===== src/rtl/audio_i2s_sink_if.sv =====
`default_nettype none
// ============================================================================
// Module      : audio_i2s_sink_if
// Description : Left/right 16-bit Avalon-ST sample streams feeding the I2S
//               sink. The source drives DATA/VALID, the sink drives READY.
// Revision    : 1.0 - initial release
// ============================================================================
interface audio_i2s_sink_if;
    logic [15:0] L_DATA;
    logic        L_VALID;
    logic        L_READY;
    logic [15:0] R_DATA;
    logic        R_VALID;
    logic        R_READY;

    modport master (
        output L_DATA, L_VALID, R_DATA, R_VALID,
        input  L_READY, R_READY
    );

    modport slave (
        input  L_DATA, L_VALID, R_DATA, R_VALID,
        output L_READY, R_READY
    );
endinterface
`default_nettype wire


===== src/rtl/audio_i2s_sink.sv =====
`default_nettype none
// ============================================================================
// Module      : audio_i2s_sink
// Description : Buffers one 16-bit sample per channel and serializes both as
//               standard I2S (MSB one BCLK after the LRCK edge) towards the
//               WM8731 DAC. BCLK/LRCK are divided down from clk. A channel
//               that has no fresh sample at a frame start is counted as an
//               underflow (saturating).
// Options     : define AUDIO_UNDERFLOW_HOLD_EN to replay the last sample of a
//               starved channel instead of sending silence.
// Revision    : 1.0 - initial release
// ============================================================================
module audio_i2s_sink #(
    parameter int CLK_DIV   = 8,
    parameter int SLOT_BITS = 32
) (
    input  logic               clk,
    input  logic               reset,
    audio_i2s_sink_if.slave    st,
    output logic               AUD_BCLK,
    output logic               AUD_DACLRCK,
    output logic               AUD_DACDAT,
    output logic [15:0]        underflow_count
);

    localparam int c_DIV_W      = $clog2(CLK_DIV);
    localparam int c_FRAME_BITS = 2 * SLOT_BITS;
    localparam int c_BIT_W      = $clog2(c_FRAME_BITS);

    localparam logic [c_DIV_W-1:0] c_DIV_LAST = c_DIV_W'(CLK_DIV - 1);
    localparam logic [c_BIT_W-1:0] c_BIT_LAST = c_BIT_W'(c_FRAME_BITS - 1);
    localparam logic [c_BIT_W-1:0] c_SLOT     = c_BIT_W'(SLOT_BITS);
    localparam logic [c_BIT_W-1:0] c_ONE      = c_BIT_W'(1);
    localparam logic [c_BIT_W-1:0] c_SIXTEEN  = c_BIT_W'(16);

    // Clock generation
    logic [c_DIV_W-1:0] r_div_cnt;
    logic               r_bclk;
    logic               w_div_wrap;
    logic               w_fall;

    // Frame position and pins
    logic [c_BIT_W-1:0] r_bit_cnt;
    logic [c_BIT_W-1:0] w_bit_next;
    logic               r_lrck;
    logic               r_dat;
    logic               w_load;
    logic               w_lrck_next;
    logic [c_BIT_W-1:0] w_pos;
    logic               w_in_word;
    logic [3:0]         w_idx;
    logic [15:0]        w_shift_sel;
    logic               w_dat_next;

    // Holding / shift registers
    logic [15:0]        r_hold_l;
    logic [15:0]        r_hold_r;
    logic               r_full_l;
    logic               r_full_r;
    logic [15:0]        r_shift_l;
    logic [15:0]        r_shift_r;
    logic               w_ready_l;
    logic               w_ready_r;
    logic               w_acc_l;
    logic               w_acc_r;
    logic [15:0]        w_fill_l;
    logic [15:0]        w_fill_r;

    // Underflow accounting
    logic [15:0]        r_underflow;
    logic [1:0]         w_starved;
    logic [16:0]        w_uf_sum;
    logic [15:0]        w_uf_next;

    assign w_div_wrap = (r_div_cnt == c_DIV_LAST);
    assign w_fall     = w_div_wrap & r_bclk;
    assign w_bit_next = (r_bit_cnt == c_BIT_LAST) ? '0 : r_bit_cnt + c_ONE;
    // The fall that wraps the frame position back to 0 is the frame load.
    assign w_load     = w_fall & (r_bit_cnt == c_BIT_LAST);

    // Pin values for the position the bit counter is about to enter.
    assign w_lrck_next = (w_bit_next >= c_SLOT);
    assign w_pos       = w_lrck_next ? (w_bit_next - c_SLOT) : w_bit_next;
    assign w_in_word   = (w_pos >= c_ONE) && (w_pos <= c_SIXTEEN);
    assign w_idx       = 4'(c_SIXTEEN - w_pos);
    assign w_shift_sel = w_lrck_next ? r_shift_r : r_shift_l;
    assign w_dat_next  = w_in_word & w_shift_sel[w_idx];

    assign w_ready_l  = ~r_full_l & ~reset;
    assign w_ready_r  = ~r_full_r & ~reset;
    assign w_acc_l    = st.L_VALID & w_ready_l;
    assign w_acc_r    = st.R_VALID & w_ready_r;
    assign st.L_READY = w_ready_l;
    assign st.R_READY = w_ready_r;

`ifdef AUDIO_UNDERFLOW_HOLD_EN
    // Replaying the previous word keeps the DAC output level, avoiding clicks.
    assign w_fill_l = r_shift_l;
    assign w_fill_r = r_shift_r;
`else
    assign w_fill_l = 16'h0000;
    assign w_fill_r = 16'h0000;
`endif

    assign w_starved = {1'b0, ~r_full_l} + {1'b0, ~r_full_r};
    assign w_uf_sum  = {1'b0, r_underflow} + {15'd0, w_starved};
    assign w_uf_next = w_uf_sum[16] ? 16'hFFFF : w_uf_sum[15:0];

    assign AUD_BCLK        = r_bclk;
    assign AUD_DACLRCK     = r_lrck;
    assign AUD_DACDAT      = r_dat;
    assign underflow_count = r_underflow;

    // Divide clk down to BCLK: toggle every CLK_DIV cycles.
    always_ff @(posedge clk) begin
        if (reset) begin
            r_div_cnt <= '0;
            r_bclk    <= 1'b0;
        end else begin
            r_div_cnt <= w_div_wrap ? '0 : r_div_cnt + c_DIV_W'(1);
            if (w_div_wrap) begin
                r_bclk <= ~r_bclk;
            end
        end
    end

    // Advance the frame position and update the I2S pins on BCLK falls only.
    always_ff @(posedge clk) begin
        if (reset) begin
            r_bit_cnt <= c_BIT_LAST;
            r_lrck    <= 1'b1;
            r_dat     <= 1'b0;
        end else if (w_fall) begin
            r_bit_cnt <= w_bit_next;
            r_lrck    <= w_lrck_next;
            r_dat     <= w_dat_next;
        end
    end

    // Left channel: accept into hold, move hold (or fill) to shift at frame load.
    always_ff @(posedge clk) begin
        if (reset) begin
            r_hold_l  <= '0;
            r_full_l  <= 1'b0;
            r_shift_l <= '0;
        end else begin
            if (w_load) begin
                r_shift_l <= r_full_l ? r_hold_l : w_fill_l;
            end
            if (w_acc_l) begin
                r_hold_l <= st.L_DATA;
                r_full_l <= 1'b1;
            end else if (w_load) begin
                r_full_l <= 1'b0;
            end
        end
    end

    // Right channel: same holding/shift behaviour as the left channel.
    always_ff @(posedge clk) begin
        if (reset) begin
            r_hold_r  <= '0;
            r_full_r  <= 1'b0;
            r_shift_r <= '0;
        end else begin
            if (w_load) begin
                r_shift_r <= r_full_r ? r_hold_r : w_fill_r;
            end
            if (w_acc_r) begin
                r_hold_r <= st.R_DATA;
                r_full_r <= 1'b1;
            end else if (w_load) begin
                r_full_r <= 1'b0;
            end
        end
    end

    // Count starved channels at each frame load, saturating at all-ones.
    always_ff @(posedge clk) begin
        if (reset) begin
            r_underflow <= '0;
        end else if (w_load && (w_starved != 2'd0)) begin
            r_underflow <= w_uf_next;
        end
    end

endmodule
`default_nettype wire


===== src/flat_wrapper.sv =====
// flat-port wrapper written by rule: the top's interface ports become plain ports
module audio_i2s_sink_flat 
#(
    parameter int CLK_DIV   = 8,
    parameter int SLOT_BITS = 32
)
  (clk, reset, AUD_BCLK, AUD_DACLRCK, AUD_DACDAT, underflow_count, st_L_DATA, st_L_VALID, st_R_DATA, st_R_VALID, st_L_READY, st_R_READY);
  audio_i2s_sink_if st_i ();
  input  logic clk;
  input  logic reset;
  output logic AUD_BCLK;
  output logic AUD_DACLRCK;
  output logic AUD_DACDAT;
  output logic [15:0] underflow_count;
  input wire logic [$bits(st_i.L_DATA)-1:0] st_L_DATA;
  input wire logic [$bits(st_i.L_VALID)-1:0] st_L_VALID;
  input wire logic [$bits(st_i.R_DATA)-1:0] st_R_DATA;
  input wire logic [$bits(st_i.R_VALID)-1:0] st_R_VALID;
  output wire logic [$bits(st_i.L_READY)-1:0] st_L_READY;
  output wire logic [$bits(st_i.R_READY)-1:0] st_R_READY;
  assign st_i.L_DATA = st_L_DATA;
  assign st_i.L_VALID = st_L_VALID;
  assign st_i.R_DATA = st_R_DATA;
  assign st_i.R_VALID = st_R_VALID;
  assign st_L_READY = st_i.L_READY;
  assign st_R_READY = st_i.R_READY;
  audio_i2s_sink #(.CLK_DIV(CLK_DIV), .SLOT_BITS(SLOT_BITS)) u_core (.clk(clk), .reset(reset), .st(st_i), .AUD_BCLK(AUD_BCLK), .AUD_DACLRCK(AUD_DACLRCK), .AUD_DACDAT(AUD_DACDAT), .underflow_count(underflow_count));
endmodule

===== config.mk =====
export PLATFORM = sky130hd
export DESIGN_NAME = audio_i2s_sink_flat
export DESIGN_NICKNAME = d
export VERILOG_FILES = /design/src/rtl/audio_i2s_sink_if.sv /design/src/rtl/audio_i2s_sink.sv /design/src/flat_wrapper.sv
export SDC_FILE = /design/constraint.sdc
export NUM_CORES = 1
export LEC_CHECK = 0
export CORE_MARGIN = 8
export CORE_UTILIZATION = 45
export DETAILED_ROUTE_END_ITERATION = 10
export GPL_TIMING_DRIVEN = 0
export PLACE_DENSITY = 0.67
export SYNTH_ARGS = -nofsm -noshare
export SYNTH_HDL_FRONTEND = slang
export SYNTH_SLANG_ARGS = --single-unit

===== constraint.sdc =====
create_clock -name clk -period 7.15 [get_ports clk]
set_clock_uncertainty 0.2 [all_clocks]
set_input_delay 1.43 -clock clk [delete_from_list [all_inputs] [get_ports clk]]
set_output_delay 1.43 -clock clk [all_outputs]
set_load 0.005 [all_outputs]

# Word-level counts from Yosys, hierarchy flattened
# Index checks and enable logic that the tools add are counted.
# totals
out_inout_bits	21
inputBits	36
regBits	94
word_cells	52
# classes
magnitude_cmp	4
reduce_logical	6
eq_ne	2
n_bitwise	11
addsub	6
mux	11
# ops
op	count
two-way mux 16 bit	4
adder 16 x 2 -> 17 bit	1
two-way mux 6 bit	2
bitwise AND 1 bit	7
adder 6 x 1 -> 6 bit, second input constant	1
equality test 6 bit, second input constant	1
greater-or-equal comparator 6 x 1 -> 1 bit, second input constant	1
greater-or-equal comparator 6 bit, second input constant	1
<= comparator 6 x 5 -> 1 bit, second input constant	1
nonzero test 2 bit	3
subtractor 6 bit, second input constant	1
< comparator 4 x 5 -> 1 bit, second input constant	1
binary-select mux 1 bit (select 4 bit)	1
two-way mux 1 bit	4
inverter 1 bit	4
subtractor 1 x 4 -> 4 bit, first input constant	1
adder 3 x 1 -> 3 bit, second input constant	1
equality test 3 bit, second input constant	1
adder 1 x 1 -> 2 bit	1
logical AND 1 bit	2
OR reduction 2 bit	1

# Depth between registers and ports, before layout
# depth
depth_word	8
depth_mapped	13
ltp_nobuf	11

# Worst setup path before layout
# Ideal clock, no wire load.
# synth_timing
path_kind	in2out
startpoint	input reset
endpoint	output st_L_READY
path_buffers	0
required_time_ns	5.520
setup_slack_ns	3.975
cell_stages	1
arrival_time_ns	1.545
path_cell_list	nor2_1
# synth_between
elab_chain_cells	2
# synth_lines
item	line_no	rtl
start: declaration	flat_wrapper.sv:10	input logic reset;
inverter 1 bit	audio_i2s_sink.sv:89	assign w_ready_l = ~r_full_l & ~reset;
bitwise AND 1 bit	audio_i2s_sink.sv:89	
end: declaration	flat_wrapper.sv:19	output wire logic [$bits(st_i.L_READY)-1:0] st_L_READY;
# Every way passes these cells.

# Worst setup path after layout
# Ends and elaborated chain as after synthesis.

==> reports/results.tsv <==
stage	metric	value	unit
status	run status	finished clean	
die	core area	9684	µm²
clock_network	clock root cell	clkbuf_8	
route	Vias	4040	
setup_path	Slowest cell on crit path	clkdlybuf4s50_1	
clock_network	CTS-repair resized insts	0	
run	Max Cap Viol	0	
synthesis	syn nets	590	
synthesis	number of distinct library cells after synthesis	64	
clock_network	CTS Buffer Depth	2	
clock_network	H-tree depth	3	
clock_network	TritonCTS buffer count	9	
synthesis	mux share of post-synthesis cell area	1.158	%
sta	actual slew at the worst max-slew pin	0.8810	ns
synthesis	ys flop type	dfxtp_1	
setup_path	crit path DAT	2.73	ns
cells_and_area	register area	1882	µm²
route	DRT Pass-1 Iters	4	
die	die height	115.2	µm
setup_path	CP bufs+invs	2	
setup_path	Crit Path Class	in2out	
setup_path	CP peak stage delay	0.56	ns
sta	endpoints failing hold	0	
grt	GR Util All Layers	18.03	%
grt	grt total ovfl	0	
synthesis	Syn. warnings	0	
cells_and_area	Layout Area Growth over Synthesis	21.32	%
sta	Final setup viols	0	
min_path	worst hold path type	reg2reg	
synthesis	syn_area_per_cell	8.132	µm²
place	post-DP HPWL	8783	µm
clock_network	cts hold-fix bufs	0	
synthesis	EDFF count, synth	0	
cells_and_area	Layout Nets	657	
synthesis	Mapped Area	4432	µm²
setup_path	Setup crit end kind	output port	
cells_and_area	number of diodes	0	
power_and_ir_drop	peak supply drop	0.1352	mV
cells_and_area	area of the multi-input gates	2305	µm²
sta	Tmin final	4.358	ns
power_and_ir_drop	leakage	1.870	nW
sta	RSZ-0062 raised after global routing	false	
die	FP Rows	36	
grt	vias in the first global route	3890	
synthesis	compound-cell area share of the yosys netlist	19.25	%
synthesis	sequential area share after synthesis	42.46	%
cells_and_area	layout cell share with drive strength beyond 1	7.143	%
setup_path	Startpoint Class	input pin	
clock_network	Post-CTS Setup Bufs	0	
setup_path	Top Family by Delay on Critical Path	buffers and inverters	
sta	Max Transition Viols Final	0	
clock_network	Sink Count	94	
place	dpl cells	734	
sta	fmax	229.5	MHz
route	initial detailed-routing violation count	348	
grt	maximum number of pins on one net before global-route repair	17	
die	Initial Utilization	45.76	%
grt	initial antenna violation count	0	
route	drt total wl	11580	µm
synthesis	Synth Area in Simple Gates	27.10	%
route	Avg WL per Cell	15.45	µm
sta	Period Utilization, post-route	60.95	%
setup_path	cells along the critical path	clkdlybuf4s50_1 > nor2_1 > clkdlybuf4s50_1	
die	Die Wd	115.2	µm
route	Remaining DRCs	0	
place	gpl congestion	0.9166	
setup_path	Max Fanout on Critical Path	5	
sta	Slew Limit Headroom	40.82	%
place	IO buf count	56	
cells_and_area	commonest non-fill, non-tap cells in the layout	dfxtp_1 (94), nand2_1 (82), clkdlybuf4s50_1 (56)	
power_and_ir_drop	Power Density	190.4	nW/µm²
synthesis	Synth Area in XOR/XNOR	1.779	%
setup_path	WP data required	5.52	ns
sta	setup_tns	0	ns
synthesis	Post-Synthesis Cells	545	
synthesis	Synth Area in Adders	2.710	%
grt	first-pass GRT wire length	19120	µm
setup_path	Crit path top cell by count	clkdlybuf4s50_1	
synthesis	main combinational cell family by area after synthesis	simple AND/OR/NAND/NOR gates	
clock_network	Worst-path clk slew	0.09	ns
route	vias per cell	5.394	
clock_network	TritonCTS clock tree	built	
die	IO Pins	57	
cells_and_area	commonest non-fill, non-tap cell in the layout	dfxtp_1	
cells_and_area	Fill cells	933	
synthesis	register bit total from synthesis	94	
synthesis	ys async rst share	0	%
cells_and_area	fin cells	749	
clock_network	later-pin clock latency in the skew report	0.37	ns
die	die area	13280	µm²
route	Post-DRT Antenna Nets	0	
[report_power, final]
part           internal, mW  switching (mW)
Clock                 0.200           0.200
Sequential            0.540         0.00969
Combinational        0.0366          0.0373
Total                 0.777           0.247
[per-layer routing]
layer	GRT usage [%]	up-vias	routed length [µm]
met5	0	-	0
met3	4.832	18	546
met2	28.14	105	5176
met4	6.305	0	260
li1	-	2031	-
met1	23.39	1886	5592
[metrics by stage]
stage	hold WS (ns)	util [%]	area (µm²)	setup slack, ns	power [mW]
2_1_floorplan	0.2043	-	4432	3.975	0.5986
3_3_place_gp	0.2138	53.27	5159	2.798	0.6343
3_5_place_dp	0.2229	53.27	5159	2.809	0.6369
4_1_cts	0.2371	55.52	5376	2.799	1.030
5_1_grt	0.2526	55.52	5376	2.743	1.065
6_report	0.2304	55.52	5376	2.792	1.024
[logic make-up after synthesis]
kind of cell               count (synthesis)
DFF                                       94
AOI/OAI and AO/OA                        140
adders and majority gates                  9
xor gates and xnor gates                   9
buffers and inverters                     55
muxes                                      5
and+or+nand+nor                          233
[synthesized netlist by cell type (all sizes together), types with 2 or more instances]
| master | instances | area share (%) |
|---|---|---|
| o21ai | 39 | 4.4 |
| nand3 | 43 | 5.1 |
| a311o | 2 | 0.48 |
| o21bai | 2 | 0.34 |
| buf | 10 | 1.7 |
| xor2 | 2 | 0.40 |
| a22oi | 2 | 0.34 |
| a21oi | 53 | 6.1 |
| or3 | 2 | 0.42 |
| and3 | 11 | 1.8 |
| o31ai | 2 | 0.34 |
| nor4 | 3 | 0.76 |
| ha | 8 | 2.3 |
| nand2 | 82 | 6.9 |
| inv | 16 | 1.4 |
| dfxtp | 94 | 42 |
| a311oi | 4 | 0.79 |
| a21o | 3 | 0.51 |
| a31oi | 8 | 1.1 |
| a211oi | 10 | 1.7 |
| nor3 | 9 | 1.0 |
| and2 | 6 | 0.85 |
| nor3b | 2 | 0.34 |
| nand2b | 36 | 5.1 |
| mux2i | 4 | 0.90 |
| xnor2 | 7 | 1.4 |
| nor2 | 23 | 1.9 |
| nand4 | 6 | 0.85 |
| a211o | 3 | 0.65 |
| clkbuf | 29 | 2.5 |
| nor2b | 3 | 0.42 |
[flip-flops by register name, indices dropped and copies added (netlist names), 3 cells and up]
name / cells
u_core.r_hold_r: 16
u_core.r_shift_l: 16
u_core.r_bit_cnt: 6
u_core.r_shift_r: 16
u_core.underflow_count: 16
u_core.r_hold_l: 16
u_core.r_div_cnt: 3
[area by class of cell]
class | instances | area share (%)
multi-input combinational | 396 | 42.87
clock buffer | 9 | 2.304
sequential | 94 | 35.00
inverter | 16 | 1.117
buffer | 39 | 3.444
tap | 133 | 3.095
timing repair buffer | 56 | 10.43
clock inverter | 6 | 1.745
[path summary, 6_finish.rpt]
kind	start	endpoint	slack, ns	cells past startpoint
max	reset	st_L_READY	2.79	3
min	u_core.r_div_cnt[0]$_SDFF_PP0_	u_core.r_div_cnt[0]$_SDFF_PP0_	0.23	1
max reg2reg	u_core.r_full_r$_SDFFE_PP0P_	u_core.underflow_count[14]$_SDFFE_PP0P_	3.53	13
min reg2reg	u_core.r_div_cnt[0]$_SDFF_PP0_	u_core.r_div_cnt[0]$_SDFF_PP0_	0.23	1
(Power assumes the default switching activity.)
